### config.mk
export PLATFORM = sky130hd
export DESIGN_NAME = sipo_shift_receiver
export DESIGN_NICKNAME = d
export VERILOG_FILES = /design/src/rtl/sipo_pkg.sv /design/src/rtl/sipo_bit_counter.sv /design/src/rtl/sipo_shift_receiver.sv
export SDC_FILE = /design/constraint.sdc
export NUM_CORES = 1
export LEC_CHECK = 0
export ABC_AREA = 1
export CORE_ASPECT_RATIO = 1.2
export CORE_MARGIN = 1.5
export CORE_UTILIZATION = 50
export DETAILED_ROUTE_END_ITERATION = 8
export GPL_ROUTABILITY_DRIVEN = 0
export PLACE_DENSITY = 0.8
export SYNTH_ARGS = -nofsm -noshare
export SYNTH_HDL_FRONTEND = slang
export SYNTH_HIERARCHICAL = 1
export SYNTH_SLANG_ARGS = --single-unit
### constraint.sdc
create_clock -name clk -period 1.9 [get_ports clk]
set_input_delay 0.38 -clock clk [delete_from_list [all_inputs] [get_ports clk]]
set_output_delay 0.38 -clock clk [all_outputs]
set_load 0.02 [all_outputs]
### src/rtl/sipo_pkg.sv
// Shared types and helpers for the serial-to-parallel receiver.
// Optional trailing even-parity bit is enabled by SIPO_SHIFT_RECEIVER_PARITY_EN.
package sipo_pkg;

  typedef enum logic [0:0] {
    ST_EMPTY = 1'b0,
    ST_FULL  = 1'b1
  } hold_state_t;

`ifdef SIPO_SHIFT_RECEIVER_PARITY_EN
  localparam int PARITY_BITS = 1;
`else
  localparam int PARITY_BITS = 0;
`endif

  // Counter must be able to hold every value 0..frame_len.
  function automatic int cnt_width(input int frame_len);
    return $clog2(frame_len + 1);
  endfunction

  // XOR reduction; callers zero-extend narrower words (words up to 64 bits).
  function automatic logic parity_of(input logic [63:0] data);
    return ^data;
  endfunction

endpackage

### src/rtl/sipo_bit_counter.sv
// Bit position counter for the serial receiver: clear, load-1, increment, wrap.
// last_bit marks the final bit position of a frame.
module sipo_bit_counter
  import sipo_pkg::*;
#(
  parameter int FRAME_LEN = 8,
  parameter int CW        = cnt_width(FRAME_LEN)
) (
  input  logic          clk,
  input  logic          reset,
  input  logic          shift,
  input  logic          frame_start,
  output logic [CW-1:0] bit_cnt,
  output logic          last_bit
);

  localparam logic [CW-1:0] LAST_POS = CW'(FRAME_LEN - 1);

  // Bit position register; frame_start with a strobe makes that bit position 0.
  always_ff @(posedge clk) begin
    if (reset) begin
      bit_cnt <= {CW{1'b0}};
    end else if (frame_start && shift) begin
      bit_cnt <= CW'(1);
    end else if (frame_start) begin
      bit_cnt <= {CW{1'b0}};
    end else if (shift && (bit_cnt == LAST_POS)) begin
      bit_cnt <= {CW{1'b0}};
    end else if (shift) begin
      bit_cnt <= bit_cnt + CW'(1);
    end else begin
      bit_cnt <= bit_cnt;
    end
  end

  assign last_bit = (bit_cnt == LAST_POS);

endmodule

### src/rtl/sipo_shift_receiver.sv
// MSB-first serial-to-parallel receiver with held output and valid/ready handshake.
// Define SIPO_SHIFT_RECEIVER_PARITY_EN to expect a trailing even-parity bit per word.
module sipo_shift_receiver
  import sipo_pkg::*;
#(
  parameter int WIDTH = 8
) (
  input  logic             clk,
  input  logic             reset,
  input  logic             ser_in,
  input  logic             shift,
  input  logic             frame_start,
  output logic [WIDTH-1:0] par_out,
  output logic             out_valid,
  input  logic             out_ready,
  output logic             overrun,
  input  logic             clear_overrun,
  output logic             parity_err
);

  localparam int FRAME_LEN = WIDTH + PARITY_BITS;
  localparam int CW        = cnt_width(FRAME_LEN);

  logic [WIDTH-1:0] shift_reg_r;
  logic [CW-1:0]    bit_cnt_unused_s;
  logic             last_bit_s;
  logic             complete_s;
  logic [WIDTH-1:0] word_s;
  logic             word_perr_s;
  hold_state_t      state_r;

  sipo_bit_counter #(
    .FRAME_LEN (FRAME_LEN),
    .CW        (CW)
  ) u_bit_counter (
    .clk         (clk),
    .reset       (reset),
    .shift       (shift),
    .frame_start (frame_start),
    .bit_cnt     (bit_cnt_unused_s),
    .last_bit    (last_bit_s)
  );

  // A strobe together with frame_start is bit 0 of a new word, never a completion.
  assign complete_s = shift && last_bit_s && !frame_start;

  // Assemble the completed word and its parity status.
  always_comb begin
    word_s      = {shift_reg_r[WIDTH-2:0], ser_in};
    word_perr_s = 1'b0;
`ifdef SIPO_SHIFT_RECEIVER_PARITY_EN
    // Final strobe carries the parity bit; the data bits are already in shift_reg_r.
    word_s      = shift_reg_r;
    word_perr_s = parity_of(64'(shift_reg_r)) ^ ser_in;
`endif
  end

  // Serial shift register, cleared or reseeded on frame_start.
  always_ff @(posedge clk) begin
    if (reset) begin
      shift_reg_r <= {WIDTH{1'b0}};
    end else if (frame_start && shift) begin
      shift_reg_r <= {{(WIDTH-1){1'b0}}, ser_in};
    end else if (frame_start) begin
      shift_reg_r <= {WIDTH{1'b0}};
    end else if (shift) begin
      shift_reg_r <= {shift_reg_r[WIDTH-2:0], ser_in};
    end else begin
      shift_reg_r <= shift_reg_r;
    end
  end

  // Holding FSM with registered outputs; a drop setting overrun overrides clear_overrun.
  always_ff @(posedge clk) begin
    if (reset) begin
      state_r    <= ST_EMPTY;
      par_out    <= {WIDTH{1'b0}};
      out_valid  <= 1'b0;
      overrun    <= 1'b0;
      parity_err <= 1'b0;
    end else begin
      if (clear_overrun) begin
        overrun <= 1'b0;
      end
      case (state_r)
        ST_EMPTY: begin
          if (complete_s) begin
            state_r    <= ST_FULL;
            par_out    <= word_s;
            parity_err <= word_perr_s;
            out_valid  <= 1'b1;
          end
        end
        ST_FULL: begin
          if (complete_s && out_ready) begin
            par_out    <= word_s;
            parity_err <= word_perr_s;
          end else if (complete_s) begin
            overrun <= 1'b1;
          end else if (out_ready) begin
            state_r   <= ST_EMPTY;
            out_valid <= 1'b0;
          end
        end
        default: begin
          state_r   <= ST_EMPTY;
          out_valid <= 1'b0;
        end
      endcase
    end
  end

endmodule

**Word level (Yosys, flattened, before mapping)**

Index checks and enable logic that the tools add are counted.

- Register bits: 23
- Input port bits: 7
- Word-level logic and storage cells: 55

- Add/subtract/negate cells: 1
- Equality and inequality tests: 6
- Multiplexer cells: 27
- Bitwise operators: 1
- Reductions and logical operators: 11

Operator list:

| kind | number |
|---|---|
| 2-to-1 mux 1 bit | 21 |
| 2-to-1 mux 8 bit | 2 |
| one-hot mux 8 bit (2 select lines) | 1 |
| != test 2 bit, second input constant | 4 |
| one-hot mux 1 bit (2 select lines) | 3 |
| adder 4 x 1 -> 4 bit, second input constant | 1 |
| equality test 4 x 3 -> 1 bit, second input constant | 1 |
| logical AND 1 bit | 4 |
| AND reduction 4 bit | 1 |
| nonzero test 4 bit | 1 |
| OR reduction 4 bit | 1 |
| nonzero test 3 bit | 1 |
| OR reduction 3 bit | 1 |
| != test 2 x 1 -> 1 bit, second input constant | 1 |
| AND reduction 2 bit | 1 |
| logical NOT 1 bit | 1 |
| inverter 1 bit | 1 |

**Logic depth before layout (Yosys ltp)**

Gate-level depths: netlist (run 1).

- Word-level depth: 6
- Depth in mapped cells: 9
- Mapped depth without buffers: 8

**Modules after synthesis**

Netlist (run 1), hierarchy kept.

By module, submodules not included:

| module | instances | cells an instance | area an instance (µm²) |
|---|---|---|---|
| sipo_shift_receiver | 1 | 98 | 763.2 |
| sipo_bit_counter | 1 | 32 | 212.7 |

**Worst setup path after synthesis (run 1)**

OpenSTA, ideal clock, no wires.

- Path kind: reg-to-reg
- Start: register u_bit_counter.bit_cnt[1]
- End: register par_out[0]
- Data arrival time: 1.208 ns
- Data required time: 1.787 ns
- Path slack: 0.579 ns
- Cell stages (with the launch flop): 10
- Cell sequence: dfxtp_1 ha_1 nand3_1 inv_1 nand2_4 nor2_4 buf_6 nand3_1 nand2_1 nor2_1

- Word-level cells in the longest chain between the ends: 6

RTL lines:

| element | line | RTL |
|---|---|---|
| start: declaration | sipo_bit_counter.sv:13 | `output logic [CW-1:0] bit_cnt,` |
| start signal: assignment | sipo_bit_counter.sv:22 | `bit_cnt <= {CW{1'b0}};` |
| start signal: assignment | sipo_bit_counter.sv:26 | `bit_cnt <= {CW{1'b0}};` |
| start signal: assignment | sipo_bit_counter.sv:28 | `bit_cnt <= {CW{1'b0}};` |
| equality test 4 x 3 -> 1 bit * | sipo_bit_counter.sv:36 | `assign last_bit = (bit_cnt == LAST_POS);` |
| named net last_bit_s | sipo_shift_receiver.sv:26 | `logic last_bit_s;` |
| logical AND 1 bit * (2 in series) | sipo_shift_receiver.sv:45 | `assign complete_s = shift && last_bit_s && !frame_start;` |
| logical AND 1 bit | sipo_shift_receiver.sv:95 | `if (complete_s && out_ready) begin` |
| != test 2 x 1 -> 1 bit (no line) | - |  |
| AND reduction 2 bit (no line) * | - |  |
| end signal: assignment | sipo_shift_receiver.sv:77 | `par_out <= {WIDTH{1'b0}};` |
| end signal: assignment | sipo_shift_receiver.sv:89 | `par_out <= word_s;` |
| end signal: assignment | sipo_shift_receiver.sv:96 | `par_out <= word_s;` |
| end: declaration | sipo_shift_receiver.sv:13 | `output logic [WIDTH-1:0] par_out,` |

The timed path passes the listed nets; every way through them passes the cells marked *.
A chain may end at the register's enable or synchronous reset.

**Final worst setup path (run 1)**

- Start: register out_valid
- End: output out_valid

RTL lines:

| element | line | RTL |
|---|---|---|
| start: declaration | sipo_shift_receiver.sv:14 | `output logic out_valid,` |
| start signal: assignment | sipo_shift_receiver.sv:78 | `out_valid <= 1'b0;` |
| start signal: assignment | sipo_shift_receiver.sv:91 | `out_valid <= 1'b1;` |
| start signal: assignment | sipo_shift_receiver.sv:102 | `out_valid <= 1'b0;` |

No word-level cell between the ends.

==> results.toml, run 1 <==
[critical_path]
path_buf_inv = 1
max_stage_delay_ns = 0.61
worstPathArrival_ns = 1.26
r2r-end = "par_out[1]$_SDFFE_PP0P_"
startpoint = "out_valid$_SDFFE_PP0P_"
cp-end-kind = "primary output"
slowest_stage = "clkdlybuf4s50_1"
path_depth = 1
crit_fanout = 2
reg2reg_slack_ns = 0.39
path_cells = "clkdlybuf4s50_1"
crit_path_end = "out_valid"
critical_path.top_delay_family = "buffers and inverters"
cp-start-kind = "register"
r2r-start = "u_bit_counter/bit_cnt[1]$_SDFFE_PP0P_"
path_class = "register to primary output"
reg2reg_depth = 8
critPathRequiredTime_ns = 1.52

[synth]
synth_commonest_cells = "23 x nor2_1, 22 x dfxtp_1, 18 x inv_1, 18 x nand2_1, 13 x a21oi_1"
ys_ff_latch = 22
yosysUniqueCellTypes = 20
yosys.area.top_type = "dfxtp_1"
yosysMostFrequentCell = "nor2_1"
dominantRegCellSynth = "dfxtp_1"
syn_nets = 138
synth_top_area_frac = 0.451
synth_cells = 130
syn_area_um2 = 976
ys_warn_count = 6
synthArstFlopShare = 0
yosys.area_share.simple = 0.288
synth_edf_count = 0
syn_area_per_cell_um2 = 7.51
synth_mux_area_frac = 0
synth_top_family_by_area = "simple AND/OR/NAND/NOR gates"
synth-seq-area-share = 0.451
synth_compound_area_frac = 0.140
synthXorXnorAreaFrac = 0
yosys.area_share.adder = 0.0128
synthTopCellsByArea = "dfxtp_1 45%, nor2_1 8.8%, inv_1 6.9%"

[timing]
final-setup-viol-count = 0
setup-tns-final_ns = 0
drv_slew = 0
rsz0062_at_grt = "false"
fmax_ghz = 0.611
finClkSkew_ns = 0.00294
period_minus_slack_ns = 1.64
finalHoldViolCount = 0
setup_slack_ns = 0.262
period_share = 0.862

[drt]
via_per_inst = 5.02
drt_iter0_drc = 13
vias = 844
drcViolationCount = 0
wl_per_cell_um = 10.2
wl_um = 1710
ant_nets = 0
dr.pass1.iters = 5

[cells_and_area]
drive_above_1_share = 0.114
n_antenna_cell = 0
layout.cells.non_filler = 168
final_area_um2 = 1180
syn_to_final_growth_pct = 21.0
fin_nets = 158

[cts]
cts_tree = "built"
cts_sinks = 22
cts_max_path_buffers = 2
clock-root-buffer = "clkbuf_4"
cts_hold_buf = 0
path_clk_slew_ns = 0.12
cts.repair.resized = 0
cts_max_level = 1
clock_latency_ns = 0.30
cts_buffers = 3
cts_setup_buffers = 0

[place]
io_buffers = 16
dp_cells = 164
place_area_um2 = 1140
pre_cts_slack_ns = 0.151
place_hpwl_um = 1360

[floorplan]
die_y_um = 51.4
fp.dieArea_um2 = 2230
fp.coreArea_um2 = 1830
rows = 17
die_w_um = 43.3
start_util = 0.534
boundaryPins = 18

[global_route]
grt_pass1_wl_um = 2850
antenna_found_initial = 0
overflow = 0
grt_max_degree = 13
grtUsageTotal = 0.166
grt_pass1_vias = 733

[power_and_ir_drop]
powerDensity_nw_per_um2 = 669
power_leakage_uw = 0.000467
power_switching_uw = 179
netSwitchingFraction = 0.226
seq_power_share = 0.599
peakVddDrop_uv = 480
p_comb_frac = 0.081
p_int_uw = 612
clockPowerShare = 0.320

[hold_path]
hp-class = "register to register"

[outcome]
status = "completed"

[run]
drv_cap = 0
[state kept, by name (all words and copies together) (netlist names)]
signal / flops
out_valid: 1
overrun: 1
par_out: 8
shift_reg_r: 7
state_r: 1
u_bit_counter/bit_cnt: 4
[worst min-delay path by stage]
| stage | startpoint | endpoint | depth (start not counted) |
|---|---|---|---|
| floorplan | reset | overrun$_SDFF_PP0_ | 1 |
| global placement | out_valid$_SDFFE_PP0P_ | out_valid$_SDFFE_PP0P_ | 2 |
| detailed placement | out_valid$_SDFFE_PP0P_ | out_valid$_SDFFE_PP0P_ | 2 |
| CTS | overrun$_SDFF_PP0_ | overrun$_SDFF_PP0_ | 2 |
| global route | overrun$_SDFF_PP0_ | overrun$_SDFF_PP0_ | 2 |
| finish | overrun$_SDFF_PP0_ | overrun$_SDFF_PP0_ | 2 |
[power groups by stage]
stage                     Sequential (uW)  Combinational [uW]  Clock [uW]
after detailed placement              484                63.8           0
after global routing                  475                71.9         276
after floorplan                       483                38.9           0
final                                 473                63.9         253
after global placement                484                61.4           0
after CTS                             473                64.0         259
[layer usage]
layer  track usage  part of all wire  vias to the layer above  routed length (um)
li1              -                 -                      449                   -
met1         0.182              0.43                      378                 738
met2         0.301              0.52                       15                 892
met3        0.0318             0.032                        2                  54
met4        0.0758             0.015                        0                  26
met5             0                 0                        -                   0
[final cells by class]
type / instances / area [um^2]
multi-input cells: 86 / 434
fillers: 165 / 648
well taps: 19 / 23.8
flip-flops and latches: 22 / 440
clock buffers: 4 / 36.3
inverters: 19 / 71.3
repair buffers: 18 / 175
[cell families after synthesis]
logic type                 Yosys count
and+or+nand+nor                     59
adders and majority gates            1
buffers and inverters               22
other                                1
DFF                                 22
AOI/OAI and AO/OA                   25
[metrics by stage]
stage	power, uW	hold slack, ns	util
2_1_floorplan	522	0.442	-
3_3_place_gp	545	0.454	0.626
3_5_place_dp	548	0.463	0.626
4_1_cts	796	0.487	0.646
5_1_grt	823	0.507	0.646
6_report	790	0.486	0.646
[cell usage in the layout (no fill, tap or decap)]
master           netlist  final
nand4_1                1      1
ha_1                   1      1
o21ai_0                9      9
clkinv_1               1      1
buf_4                  1      2
nor2_4                 2      2
a21oi_1               13     13
clkdlybuf4s50_1        0     16
nand3_4                1      1
dfxtp_1               22     22
conb_1                 1      1
a21oi_2                1      1
nor2_1                23     23
inv_1                 18     18
nand2_1               18     18
nor2_2                 1      1
clkbuf_8               0      1
nand3_1                9      9
nand2_2                3      3
nand2_4                1      1
clkbuf_4               0      3
o21ai_2                2      2
Note: power is estimated with default switching activity, not from simulation.
==> run 2, diff against run 1 <==
--- a/config.mk
+++ b/config.mk
@@ -6,13 +6,15 @@
 export NUM_CORES = 1
 export LEC_CHECK = 0
 export ABC_AREA = 1
+export ABC_CLOCK_PERIOD_IN_PS = 1900
 export CORE_ASPECT_RATIO = 1.2
 export CORE_MARGIN = 1.5
-export CORE_UTILIZATION = 50
+export CORE_UTILIZATION = 49
 export DETAILED_ROUTE_END_ITERATION = 8
 export GPL_ROUTABILITY_DRIVEN = 0
-export PLACE_DENSITY = 0.8
+export PLACE_DENSITY = 0.79
 export SYNTH_ARGS = -nofsm -noshare
 export SYNTH_HDL_FRONTEND = slang
 export SYNTH_HIERARCHICAL = 1
 export SYNTH_SLANG_ARGS = --single-unit
+export TNS_END_PERCENT = 100
==> results.toml, run 2 (synthesis gave the netlist of run 1 again) <==
[power_and_ir_drop]
power_leakage_uw = 0.000467
netSwitchingFraction = 0.220
clockPowerShare = 0.315
p_int_uw = 612
peakVddDrop_uv = 441
seq_power_share = 0.603
powerDensity_nw_per_um2 = 664
p_comb_frac = 0.081
power_switching_uw = 173

[place]
io_buffers = 16
place_hpwl_um = 1380
place_area_um2 = 1140

[timing]
period_share = 0.867
finClkSkew_ns = 0.00212
finalHoldViolCount = 0
rsz0062_at_grt = "false"
fmax_ghz = 0.607
period_minus_slack_ns = 1.65
final-setup-viol-count = 0
setup-tns-final_ns = 0
drv_slew = 0
hold_ws_ns = 0.482

[cells_and_area]
syn_to_final_growth_pct = 21.0
mostFrequentLayoutCells = "23 x nor2_1, 22 x dfxtp_1, 18 x inv_1, 18 x nand2_1, 16 x clkdlybuf4s50_1"
layout_commonest_cell = "nor2_1"
fin_nets = 158
n_antenna_cell = 0
largest_register = "par_out"
largest_reg_flops = 8
drive_above_1_share = 0.114
fill_cells = 166
final_area_um2 = 1180
reg.largest.list = "par_out x8, shift_reg_r x7, u_bit_counter/bit_cnt x4"

[cts]
cts_tree = "built"
clock_latency_ns = 0.29
cts_hold_buf = 0
path_clk_slew_ns = 0.12
cts_buffers = 3
cts_max_level = 1
cts.repair.resized = 0
cts_max_path_buffers = 2
clock-root-buffer = "clkbuf_4"
cts_sinks = 22
cts_setup_buffers = 0

[critical_path]
crit_fanout = 2
cp-start-kind = "register"
path_cells = "clkdlybuf4s50_1"
max_stage_delay_ns = 0.62
critPathRequiredTime_ns = 1.52
slowest_stage = "clkdlybuf4s50_1"
path_buf_inv = 1
path_class = "register to primary output"
worstPathArrival_ns = 1.27
cp-end-kind = "primary output"
critical_path.top_delay_family = "buffers and inverters"

[floorplan]
start_util = 0.527
fp.dieArea_um2 = 2270
rows = 17
boundaryPins = 18
fp.coreArea_um2 = 1850
die_y_um = 51.9
die_w_um = 43.7

[drt]
wl_um = 1690
drt_iter0_drc = 12
vias = 827
drcViolationCount = 0
wl_per_cell_um = 10.1
dr.pass1.iters = 4
ant_nets = 0
via_per_inst = 4.92

[global_route]
grt_pass1_vias = 774
grt_pass1_wl_um = 3070
grt_max_degree = 13
grtUsageTotal = 0.180
overflow = 0
antenna_found_initial = 0

[outcome]
status = "completed"

[hold_path]
hp-class = "register to register"

[run]
drv_cap = 0
## run 2: cell counts in the layout (fill, tap and decap cells not counted)
No cell type changed its count.
## run 2: layout make-up
class / instances / area, um^2 / share of cell area
Tap cell: 19 / 23.8 / 0.0201
Clock buffer: 4 / 36.3 / 0.0307
Multi-Input combinational cell: 86 / 434 / 0.368
Inverter: 19 / 71.3 / 0.0604
Sequential cell: 22 / 440 / 0.373
Timing Repair Buffer: 18 / 175 / 0.148
## run 2: final timing paths
kind / startpoint / endpoint / slack (ns) / depth (start not counted)
max reg2reg: u_bit_counter/bit_cnt[1]$_SDFFE_PP0P_ / par_out[4]$_SDFFE_PP0P_ / 0.36 / 8
min reg2reg: shift_reg_r[2]$_SDFFE_PP0P_ / shift_reg_r[2]$_SDFFE_PP0P_ / 0.48 / 2
min: shift_reg_r[2]$_SDFFE_PP0P_ / shift_reg_r[2]$_SDFFE_PP0P_ / 0.48 / 2
max: out_valid$_SDFFE_PP0P_ / out_valid / 0.25 / 1
## run 2: metrics by stage
step                worst slack (ns)  total power (uW)  utilization  instances
CTS                            0.238               796        0.638        168
detailed placement             0.155               548        0.619        164
finish                         0.254               785        0.638        168
global route                   0.207               821        0.638        168
global placement               0.202               545        0.619        164
floorplan                      0.579               522            -        130
## run 2: power groups by stage
stage	Combinational, uW	Clock, uW	Sequential [uW]
6_report	63.8	247	473
2_1_floorplan	38.9	0	483
3_5_place_dp	63.7	0	484
3_3_place_gp	61.3	0	484
4_1_cts	63.9	258	474
5_1_grt	72.8	273	475
## run 2: routing by layer
| layer | up-vias | global-route usage | routed length [um] | part of all wire |
|---|---|---|---|---|
| met2 | 13 | 0.331 | 875 | 0.52 |
| met3 | 2 | 0.0208 | 38 | 0.022 |
| met1 | 365 | 0.204 | 758 | 0.45 |
| met4 | 0 | 0.0758 | 17 | 0.010 |
| met5 | - | 0 | 0 | 0 |
| li1 | 447 | - | - | - |
